$ cat src/rtl/interleaver_pingpong_ctrl_pkg.sv
// rtl/interleaver_pingpong_ctrl_pkg.sv - shared read-FSM states and write-permutation helper
package wimax_pkg;

  // Read FSM encoding
  localparam logic [1:0] R_IDLE = 2'd0;
  localparam logic [1:0] R_READ = 2'd1;
  localparam logic [1:0] R_LAST = 2'd2;

  // Second permutation step: rotates the bit within each group of s bits by the column number
  function automatic int perm_index(input int m, input int col, input int s, input int ncbps);
    return s * (m / s) + (m + ncbps - col) % s;
  endfunction

endpackage

$ cat src/rtl/interleaver_pingpong_ctrl_if.sv
// rtl/interleaver_pingpong_ctrl_if.sv - FEC/RAM/modulator handshake bundle
interface interleaver_pingpong_ctrl_if #(
  parameter int AW = 8
);
  logic          valid_fec;
  logic          ready_interleaver;
  logic          wr_en;
  logic          wr_bank;
  logic [AW-1:0] wr_addr;
  logic          rd_en;
  logic          rd_bank;
  logic [AW-1:0] rd_addr;
  logic          valid_interleaver;
  logic          ready_mod;
  logic [AW-1:0] data_out_index;
  logic          block_done;

  // Controller side
  modport master (
    input  valid_fec, ready_mod,
    output ready_interleaver, wr_en, wr_bank, wr_addr,
    output rd_en, rd_bank, rd_addr, valid_interleaver, data_out_index, block_done
  );

  // FEC / RAM / modulator side
  modport slave (
    output valid_fec, ready_mod,
    input  ready_interleaver, wr_en, wr_bank, wr_addr,
    input  rd_en, rd_bank, rd_addr, valid_interleaver, data_out_index, block_done
  );
endinterface

$ cat src/rtl/interleaver_pingpong_ctrl_perm_gen.sv
// rtl/interleaver_pingpong_ctrl_perm_gen.sv - k/col/row/m counters and permuted write index
module interleaver_perm_gen
  import wimax_pkg::*;
#(
  parameter int Ncbps = 192,
  parameter int s     = 1,
  parameter int d     = 16,
  localparam int AW   = $clog2(Ncbps),
  localparam int R    = Ncbps / d,
  localparam int CW   = (d > 1) ? $clog2(d) : 1,
  localparam int RW   = (R > 1) ? $clog2(R) : 1
) (
  input  logic          clk,
  input  logic          reset,
  input  logic          advance,
  output logic [AW-1:0] wr_addr,
  output logic          last
);

  logic [AW-1:0] k_q, k_d;
  logic [CW-1:0] col_q, col_d;
  logic [RW-1:0] row_q, row_d;
  logic [AW-1:0] m_q, m_d;

  assign last    = (k_q == AW'(Ncbps - 1));
  assign wr_addr = AW'(perm_index(int'(m_q), int'(col_q), s, Ncbps));

  // Step the first permutation incrementally: m walks down a column, restarting at the next row
  always_comb begin
    k_d   = k_q;
    col_d = col_q;
    row_d = row_q;
    m_d   = m_q;
    if (advance) begin
      if (last) begin
        k_d   = '0;
        col_d = '0;
        row_d = '0;
        m_d   = '0;
      end else begin
        k_d = k_q + AW'(1);
        if (col_q == CW'(d - 1)) begin
          col_d = '0;
          row_d = row_q + RW'(1);
          m_d   = AW'(row_q) + AW'(1);
        end else begin
          col_d = col_q + CW'(1);
          m_d   = m_q + AW'(R);
        end
      end
    end
  end

  // Counter registers
  always_ff @(posedge clk) begin
    if (reset) begin
      k_q   <= '0;
      col_q <= '0;
      row_q <= '0;
      m_q   <= '0;
    end else begin
      k_q   <= k_d;
      col_q <= col_d;
      row_q <= row_d;
      m_q   <= m_d;
    end
  end

endmodule

$ cat src/rtl/interleaver_pingpong_ctrl.sv
// rtl/interleaver_pingpong_ctrl.sv - ping-pong bank sequencer for the block interleaver RAM
module interleaver_pingpong_ctrl
  import wimax_pkg::*;
#(
  parameter int Ncbps = 192,
  parameter int Ncpc  = 2,
  parameter int s     = Ncpc / 2,
  parameter int d     = 16
) (
  input  logic                          clk,
  input  logic                          reset,
  interleaver_pingpong_ctrl_if.master   bus
);

  localparam int AW = $clog2(Ncbps);

  logic [1:0]    bank_full_q, bank_full_d;
  logic          wr_bank_q, wr_bank_d;
  logic          rd_bank_q, rd_bank_d;
  logic [1:0]    state_q, state_d;
  logic [AW-1:0] rd_addr_q, rd_addr_d;
  logic [AW-1:0] idx_q, idx_d;
  logic          valid_q, valid_d;

  logic          ready_w, wr_en_w, wr_last, wr_done;
  logic          rd_en_w, accept_w, block_done_w;
  logic [AW-1:0] wr_addr_w;
  logic [1:0]    set_w, clr_w;

  // Reset gates the combinational strobes so nothing is accepted or pulsed while held
  assign ready_w  = !reset && !bank_full_q[wr_bank_q];
  assign wr_en_w  = bus.valid_fec && ready_w;
  assign wr_done  = wr_en_w && wr_last;
  assign accept_w = valid_q && bus.ready_mod;

  interleaver_perm_gen #(
    .Ncbps (Ncbps),
    .s     (s),
    .d     (d)
  ) u_perm_gen (
    .clk     (clk),
    .reset   (reset),
    .advance (wr_en_w),
    .wr_addr (wr_addr_w),
    .last    (wr_last)
  );

  // Bank flags and read FSM; IDLE/LAST look at next-cycle flags so a fresh bank starts at once
  always_comb begin
    rd_en_w      = 1'b0;
    block_done_w = 1'b0;
    clr_w        = 2'b00;
    set_w        = 2'b00;
    state_d      = state_q;
    rd_addr_d    = rd_addr_q;
    rd_bank_d    = rd_bank_q;
    wr_bank_d    = wr_bank_q ^ wr_done;
    valid_d      = valid_q;
    idx_d        = idx_q;

    if (wr_done) set_w[wr_bank_q] = 1'b1;

    if (state_q == R_READ) begin
      rd_en_w = !valid_q || bus.ready_mod;
      if (rd_en_w) begin
        if (rd_addr_q == AW'(Ncbps - 1)) begin
          clr_w[rd_bank_q] = 1'b1;
          rd_bank_d        = !rd_bank_q;
          rd_addr_d        = '0;
          state_d          = R_LAST;
        end else begin
          rd_addr_d = rd_addr_q + AW'(1);
        end
      end
    end

    bank_full_d = (bank_full_q & ~clr_w) | set_w;

    if (state_q == R_IDLE && bank_full_d[rd_bank_q]) state_d = R_READ;
    if (state_q == R_LAST && accept_w) begin
      block_done_w = 1'b1;
      state_d      = bank_full_d[rd_bank_q] ? R_READ : R_IDLE;
    end

    if (rd_en_w) begin
      valid_d = 1'b1;
      idx_d   = rd_addr_q;
    end else if (accept_w) begin
      valid_d = 1'b0;
    end
  end

  // State registers
  always_ff @(posedge clk) begin
    if (reset) begin
      bank_full_q <= 2'b00;
      wr_bank_q   <= 1'b0;
      rd_bank_q   <= 1'b0;
      state_q     <= R_IDLE;
      rd_addr_q   <= '0;
      idx_q       <= '0;
      valid_q     <= 1'b0;
    end else begin
      bank_full_q <= bank_full_d;
      wr_bank_q   <= wr_bank_d;
      rd_bank_q   <= rd_bank_d;
      state_q     <= state_d;
      rd_addr_q   <= rd_addr_d;
      idx_q       <= idx_d;
      valid_q     <= valid_d;
    end
  end

  assign bus.ready_interleaver = ready_w;
  assign bus.wr_en             = wr_en_w;
  assign bus.wr_bank           = wr_bank_q;
  assign bus.wr_addr           = wr_addr_w;
  assign bus.rd_en             = rd_en_w && !reset;
  assign bus.rd_bank           = rd_bank_q;
  assign bus.rd_addr           = rd_addr_q;
  assign bus.valid_interleaver = valid_q;
  assign bus.data_out_index    = idx_q;
  assign bus.block_done        = block_done_w && !reset;

endmodule

$ cat src/flat_wrapper.sv
// flat-port wrapper written by rule: the top's interface ports become plain ports
module interleaver_pingpong_ctrl_flat import wimax_pkg::*;
#(
  parameter int Ncbps = 192,
  parameter int Ncpc  = 2,
  parameter int s     = Ncpc / 2,
  parameter int d     = 16
)
  (clk, reset, bus_valid_fec, bus_ready_mod, bus_ready_interleaver, bus_wr_en, bus_wr_bank, bus_wr_addr, bus_rd_en, bus_rd_bank, bus_rd_addr, bus_valid_interleaver, bus_data_out_index, bus_block_done);
  interleaver_pingpong_ctrl_if #(.AW((8))) bus_i ();
  input  logic clk;
  input  logic reset;
  input wire logic [$bits(bus_i.valid_fec)-1:0] bus_valid_fec;
  input wire logic [$bits(bus_i.ready_mod)-1:0] bus_ready_mod;
  output wire logic [$bits(bus_i.ready_interleaver)-1:0] bus_ready_interleaver;
  output wire logic [$bits(bus_i.wr_en)-1:0] bus_wr_en;
  output wire logic [$bits(bus_i.wr_bank)-1:0] bus_wr_bank;
  output wire logic [$bits(bus_i.wr_addr)-1:0] bus_wr_addr;
  output wire logic [$bits(bus_i.rd_en)-1:0] bus_rd_en;
  output wire logic [$bits(bus_i.rd_bank)-1:0] bus_rd_bank;
  output wire logic [$bits(bus_i.rd_addr)-1:0] bus_rd_addr;
  output wire logic [$bits(bus_i.valid_interleaver)-1:0] bus_valid_interleaver;
  output wire logic [$bits(bus_i.data_out_index)-1:0] bus_data_out_index;
  output wire logic [$bits(bus_i.block_done)-1:0] bus_block_done;
  assign bus_i.valid_fec = bus_valid_fec;
  assign bus_i.ready_mod = bus_ready_mod;
  assign bus_ready_interleaver = bus_i.ready_interleaver;
  assign bus_wr_en = bus_i.wr_en;
  assign bus_wr_bank = bus_i.wr_bank;
  assign bus_wr_addr = bus_i.wr_addr;
  assign bus_rd_en = bus_i.rd_en;
  assign bus_rd_bank = bus_i.rd_bank;
  assign bus_rd_addr = bus_i.rd_addr;
  assign bus_valid_interleaver = bus_i.valid_interleaver;
  assign bus_data_out_index = bus_i.data_out_index;
  assign bus_block_done = bus_i.block_done;
  interleaver_pingpong_ctrl #(.Ncbps(Ncbps), .Ncpc(Ncpc), .s(s), .d(d)) u_core (.clk(clk), .reset(reset), .bus(bus_i));
endmodule
$ cat config.mk
export PLATFORM = sky130hd
export DESIGN_NAME = interleaver_pingpong_ctrl_flat
export DESIGN_NICKNAME = d
export VERILOG_FILES = /design/src/rtl/interleaver_pingpong_ctrl_pkg.sv /design/src/rtl/interleaver_pingpong_ctrl_if.sv /design/src/rtl/interleaver_pingpong_ctrl_perm_gen.sv /design/src/rtl/interleaver_pingpong_ctrl.sv /design/src/flat_wrapper.sv
export SDC_FILE = /design/constraint.sdc
export NUM_CORES = 1
export LEC_CHECK = 0
export ABC_AREA = 1
export CAP_MARGIN = 20
export CELL_PAD_IN_SITES_DETAIL_PLACEMENT = 0
export CELL_PAD_IN_SITES_GLOBAL_PLACEMENT = 2
export CORE_ASPECT_RATIO = 0.5
export CORE_UTILIZATION = 32
export CTS_CLUSTER_DIAMETER = 100
export DETAILED_ROUTE_END_ITERATION = 12
export PLACE_DENSITY_LB_ADDON = 0.1
export SYNTH_ARGS = -nofsm -noshare
export SYNTH_HDL_FRONTEND = slang
export SYNTH_SLANG_ARGS = --single-unit
$ cat constraint.sdc
create_clock -name clk -period 4.5 [get_ports clk]
set_clock_uncertainty 0.05 [all_clocks]
set_input_delay 1.125 -clock clk [delete_from_list [all_inputs] [get_ports clk]]
set_output_delay 1.125 -clock clk [all_outputs]
set_load 0.02 [all_outputs]
### After elaboration in Yosys (flattened, before gate mapping)

Index checks and enable logic that the tools add are counted.

* register bits: 47
* input port bits: 4
* logic and storage cells: 85

* add/subtract/negate cells: 6
* magnitude comparators: 4
* eq/ne operators: 5
* muxes and demuxes: 30
* bitwise logic cells: 4
* reduce and logical (&&, ||, !) cells: 25

Operators by type and width (number)
* $mux W8: 4
* $mux W2: 9
* $add A8 B1 Y8 const B: 2
* $eq A8 B8 Y1 const B: 2
* $mux W4: 4
* $mux W1: 11
* $logic_and A1 B1 Y1: 10
* $reduce_bool A3 Y1: 3
* $add A4 B1 Y4 const B: 2
* $add A8 B4 Y8 const B: 1
* $reduce_and A3 Y1: 2
* $add A4 B1 Y5 const B: 1
* $eq A4 B4 Y1 const B: 1
* $logic_not A1 Y1: 4
* $lt A1 B2 Y1 const B: 2
* $reduce_and A2 Y1: 2
* $reduce_bool A2 Y1: 2
* $and A2 B2 Y2: 1
* $demux W1 S1: 2
* $eq A2 B1 Y1 const B: 1
* $eq A2 B2 Y1 const B: 1
* $ge A1 B1 Y1 const B: 2
* $logic_not A2 Y1: 1
* $not A2 Y2: 1
* 3 further kinds: 3

### Logic depth before layout (Yosys ltp)

* word-level depth: 15
* mapped depth: 12
* depth with buffers taken out: 12

### Cells and area by module

Synthesis repeated with hierarchy kept, for this count alone.

* cells, all modules: 308
* area, all modules: 2248.4 um^2

By module, submodules not included
* interleaver_perm_gen: instances 1, cells each 169, area each 1223.7 um^2, sequential area each 480.5 um^2
* interleaver_pingpong_ctrl: instances 1, cells each 139, area each 1024.7 um^2, sequential area each 460.4 um^2

### Worst setup path before layout

Ideal clock, no wire load.

* kind: input to output
* start point: input port reset
* end point: output port bus_block_done
* data arrival time: 1846 ps
* slack: 1479 ps
* cell stages on the path: 3
* buffers on the path: 2
* path through: clkbuf_1 -> clkbuf_1 -> nor2_1

* word-level cells in the longest chain between the ends: 2

RTL lines
* start, declared: line flat_wrapper.sv:12 `input logic reset;`
* $logic_not A1 Y1: line interleaver_pingpong_ctrl.sv:123 `assign bus.block_done = block_done_w && !reset;`
* $logic_and A1 B1 Y1: line interleaver_pingpong_ctrl.sv:123
* end, declared: line flat_wrapper.sv:24 `output wire logic [$bits(bus_i.block_done)-1:0] bus_block_done;`

No other way between the ends.

### Worst setup path after layout

* start point: input port reset
* end point: output port bus_wr_en

* word-level cells in the longest chain between the ends: 3

RTL lines
* $logic_not A1 Y1: line interleaver_pingpong_ctrl.sv:31 `assign ready_w = !reset && !bank_full_q[wr_bank_q];`
* $logic_and A1 B1 Y1: line interleaver_pingpong_ctrl.sv:31
* $logic_and A1 B1 Y1: line interleaver_pingpong_ctrl.sv:32 `assign wr_en_w = bus.valid_fec && ready_w;`
* end, declared: line flat_wrapper.sv:16 `output wire logic [$bits(bus_i.wr_en)-1:0] bus_wr_en;`

No other way between the ends.

==> results <==
==> logic make-up after synthesis <==
family                     Yosys count  synth area share [%]
buffers and inverters               43                  8.06
and+or+nand+nor                    123                  26.0
xor gates and xnor gates            10                  4.18
adders and majority gates            7                  4.18
DFF                                 47                  44.9
AOI/OAI and AO/OA                   49                  12.7
==> power groups by stage <==
stage / clock network, mW / registers (mW) / logic [mW]
after CTS: 0.492 / 0.425 / 0.0491
after global placement: 0 / 0.434 / 0.0486
final: 0.479 / 0.425 / 0.0483
after detailed placement: 0 / 0.434 / 0.0488
after global routing: 0.512 / 0.425 / 0.0536
after floorplan: 0 / 0.436 / 0.0288
==> worst max path at each step <==
stage | to | slack, ns | cells past startpoint
after floorplan | bus_block_done | 1.48 | 3
after CTS | bus_wr_en | 0.44 | 7
after global routing | bus_wr_en | 0.37 | 7
after detailed placement | bus_wr_en | 0.45 | 7
final | bus_wr_en | 0.47 | 7
after global placement | bus_wr_en | 0.47 | 7
==> state kept, by name, indices dropped and copies added, names as in the netlist <==
| name | cells |
|---|---|
| u_core.u_perm_gen.m_q | 8 |
| u_core.bank_full_q | 2 |
| u_core.bus.wr_bank | 1 |
| u_core.bus.valid_interleaver | 1 |
| u_core.u_perm_gen.row_q | 4 |
| u_core.state_q | 2 |
| u_core.bus.rd_bank | 1 |
| u_core.bus.rd_addr | 8 |
| u_core.u_perm_gen.col_q | 4 |
| u_core.u_perm_gen.k_q | 8 |
| u_core.bus.data_out_index | 8 |
==> layout make-up <==
cell class                 instances  area [um2]
timing repair buffer              37         363
sequential                        47         941
multi-input combinational        189         986
clock buffer                       6         129
clock inverter                     2        60.1
tap                               88         110
inverter                          36         135
fill                             637        3460
==> tightest hold or removal path, cell delays in order, from the launching register on <==
cell and delay [ns]:
dfxtp_1 0.31, nand3_1 0.07, nand2_1 0.04
==> cells in the mapped netlist, drive strengths merged <==
library cell and instances:
nand2 59, a32o 1, nor3 8, o211ai 1
clkbuf 3, a21oi 30, buf 4, nand4 3
nor2 31, or2 1, o31ai 1, and3 1
o21ai 16, inv 36, xor2 5, xnor2 5
dfxtp 47, nand3 20, ha 7
==> through the flow <==
| step | power (mW) | cells |
|---|---|---|
| 6_report | 0.952 | 405 |
| 5_1_grt | 0.990 | 405 |
| 4_1_cts | 0.966 | 405 |
| 3_5_place_dp | 0.483 | 397 |
| 3_3_place_gp | 0.483 | 397 |
| 2_1_floorplan | 0.465 | 279 |
==> metal layers <==
| metal | track usage [%] | wire [um] |
|---|---|---|
| met4 | 6.59 | 50 |
| met2 | 23.8 | 1990 |
| met1 | 20.5 | 2490 |
| met3 | 5.21 | 199 |
| met5 | 0 | 0 |
==> flow_metrics.py <==
metrics = {
    "status": {
        "run_status": "complete, no violations",
    },
    "cts": {
        "cts_tree": "built",
        "cts-root-buf": "clkbuf_16",
        "cts_hold_buf": 0,
        "cts_sinks": 47,
        "cts.path.max_buffers": 2,
        "clk_pin_slew_ns": 0.06,
        "cts_buffers": 5,
        "post_cts_resized": 0,
        "worstSkewPairLatency_ns": 0.29,
        "cts_setup_buffers": 0,
        "cts_max_level": 2,
    },
    "synth": {
        "ys_seq_area_share_pct": 44.9,
        "synth_area_leaders": "dfxtp_1 (45%), nand2_1 (10%), a21oi_1 (6.9%), inv_1 (5.6%), nor2_1 (4.8%)",
        "synth_top_area_cell": "dfxtp_1",
        "netlist.area_leader.share_pct": 44.9,
        "synthesis.area_um2": 2100,
        "ys_seq_elements": 47,
        "syn_avg_cell_area_um2": 7.51,
        "syn-num-nets": 290,
        "synth_cells": 279,
        "yosysWarningCount": 0,
        "synth_cell_types": 28,
    },
    "die": {
        "die-width_um": 116,
        "core_um2": 6180,
        "dieArea_um2": 6900,
        "rows": 20,
        "initial_core_util_pct": 33.9,
        "num_io_pins": 35,
        "fp.dieH_um": 59.2,
    },
    "placement": {
        "gp_congestion": 0.762,
        "dpl.hpwl_mm": 3.38,
        "pre_cts_ws_ns": 0.448,
        "portBuffers": 34,
        "placed_cell_area_um2": 2530,
    },
    "detailed_routing": {
        "drtIter0Drc": 118,
        "firstDrtPassIters": 7,
        "finalWirelength_mm": 4.73,
        "routedWlPerCell_um": 11.7,
        "vias_per_cell": 4.44,
        "ant_nets": 0,
        "via_count": 1799,
        "post-route-drc-count": 0,
    },
    "sta": {
        "timing.final.ws_setup_ns": 0.468,
        "max_clock_freq_ghz": 0.248,
        "rsz0062_at_grt": "false",
        "tightest_slew_ns": 0.328,
        "hold_ws_ns": 0.412,
        "setup_viol": 0,
        "fin_crit_ns": 4.03,
        "tns_ns": 0,
        "finalCritPeriodShare_pct": 89.6,
        "slew_headroom_pct": 78.0,
        "finalHoldViolCount": 0,
        "drv_slew": 0,
    },
    "worst_setup_path": {
        "r2r_end": "u_core.state_q[0]$_SDFFE_PP0P_",
        "cp.buffers_inverters": 4,
        "path_cells": "clkdlybuf4s50_1, inv_2, nand2_1, a21oi_4, nand2_4, inv_2, clkdlybuf4s50_1",
        "timing.rr.start": "u_core.u_perm_gen.k_q[0]$_SDFFE_PP0P_",
        "end_kind": "primary output",
        "cp_slowest_cell": "clkdlybuf4s50_1",
        "cp-startpoint": "reset",
        "critPathMaxFanout": 17,
        "worst-setup-path-type": "input pin to primary output",
        "cp_data_required_time_ns": 3.32,
        "crit_path_start_kind": "input pin",
        "rr_worst_depth": 12,
        "cp.arrival_ns": 2.86,
        "cp_slowest_stage_delay_ns": 0.64,
        "crit_family": "buffers and inverters",
        "regToRegSetupSlack_ns": 2.65,
    },
    "run": {
        "maxCapViolCount": 0,
    },
    "grt": {
        "grt_pass1_vias": 1677,
        "grt_overflow_total": 0,
        "antenna_found_initial": 0,
        "grtUsageTotal_pct": 15.7,
        "grt_pass1_wl_mm": 7.98,
        "grt_max_degree": 21,
    },
    "power": {
        "p_clk_share_pct": 50.3,
        "intPower_mw": 0.759,
        "combPwrFrac_pct": 5.1,
        "p_sw_mw": 0.193,
        "ir_worst_vdd_mv": 0.127,
        "leakagePower_nw": 1.02,
        "power_frac_seq_pct": 44.6,
        "p_per_area_nw_per_um2": 350,
        "swShare_pct": 20.3,
    },
    "final_layout": {
        "area_delta_synth_final_pct": 30.0,
        "drive_above_1_share_pct": 7.89,
        "antenna_cells": 0,
        "stdcell_area_um2": 2720,
        "nets": 327,
        "final_common_cell": "nand2_1",
        "mostFrequentLayoutCells": "nand2_1 (57), dfxtp_1 (47), clkdlybuf4s50_1 (34)",
        "final_core_util_pct": 44.1,
    },
    "worst_hold_path": {
        "min_to": "u_core.u_perm_gen.m_q[1]$_SDFFE_PP0P_",
        "holdCritStartpoint": "u_core.u_perm_gen.m_q[1]$_SDFFE_PP0P_",
        "hold_depth": 2,
        "hp-class": "flop to flop",
    },
}
Power figures use the tool's default switching activity.
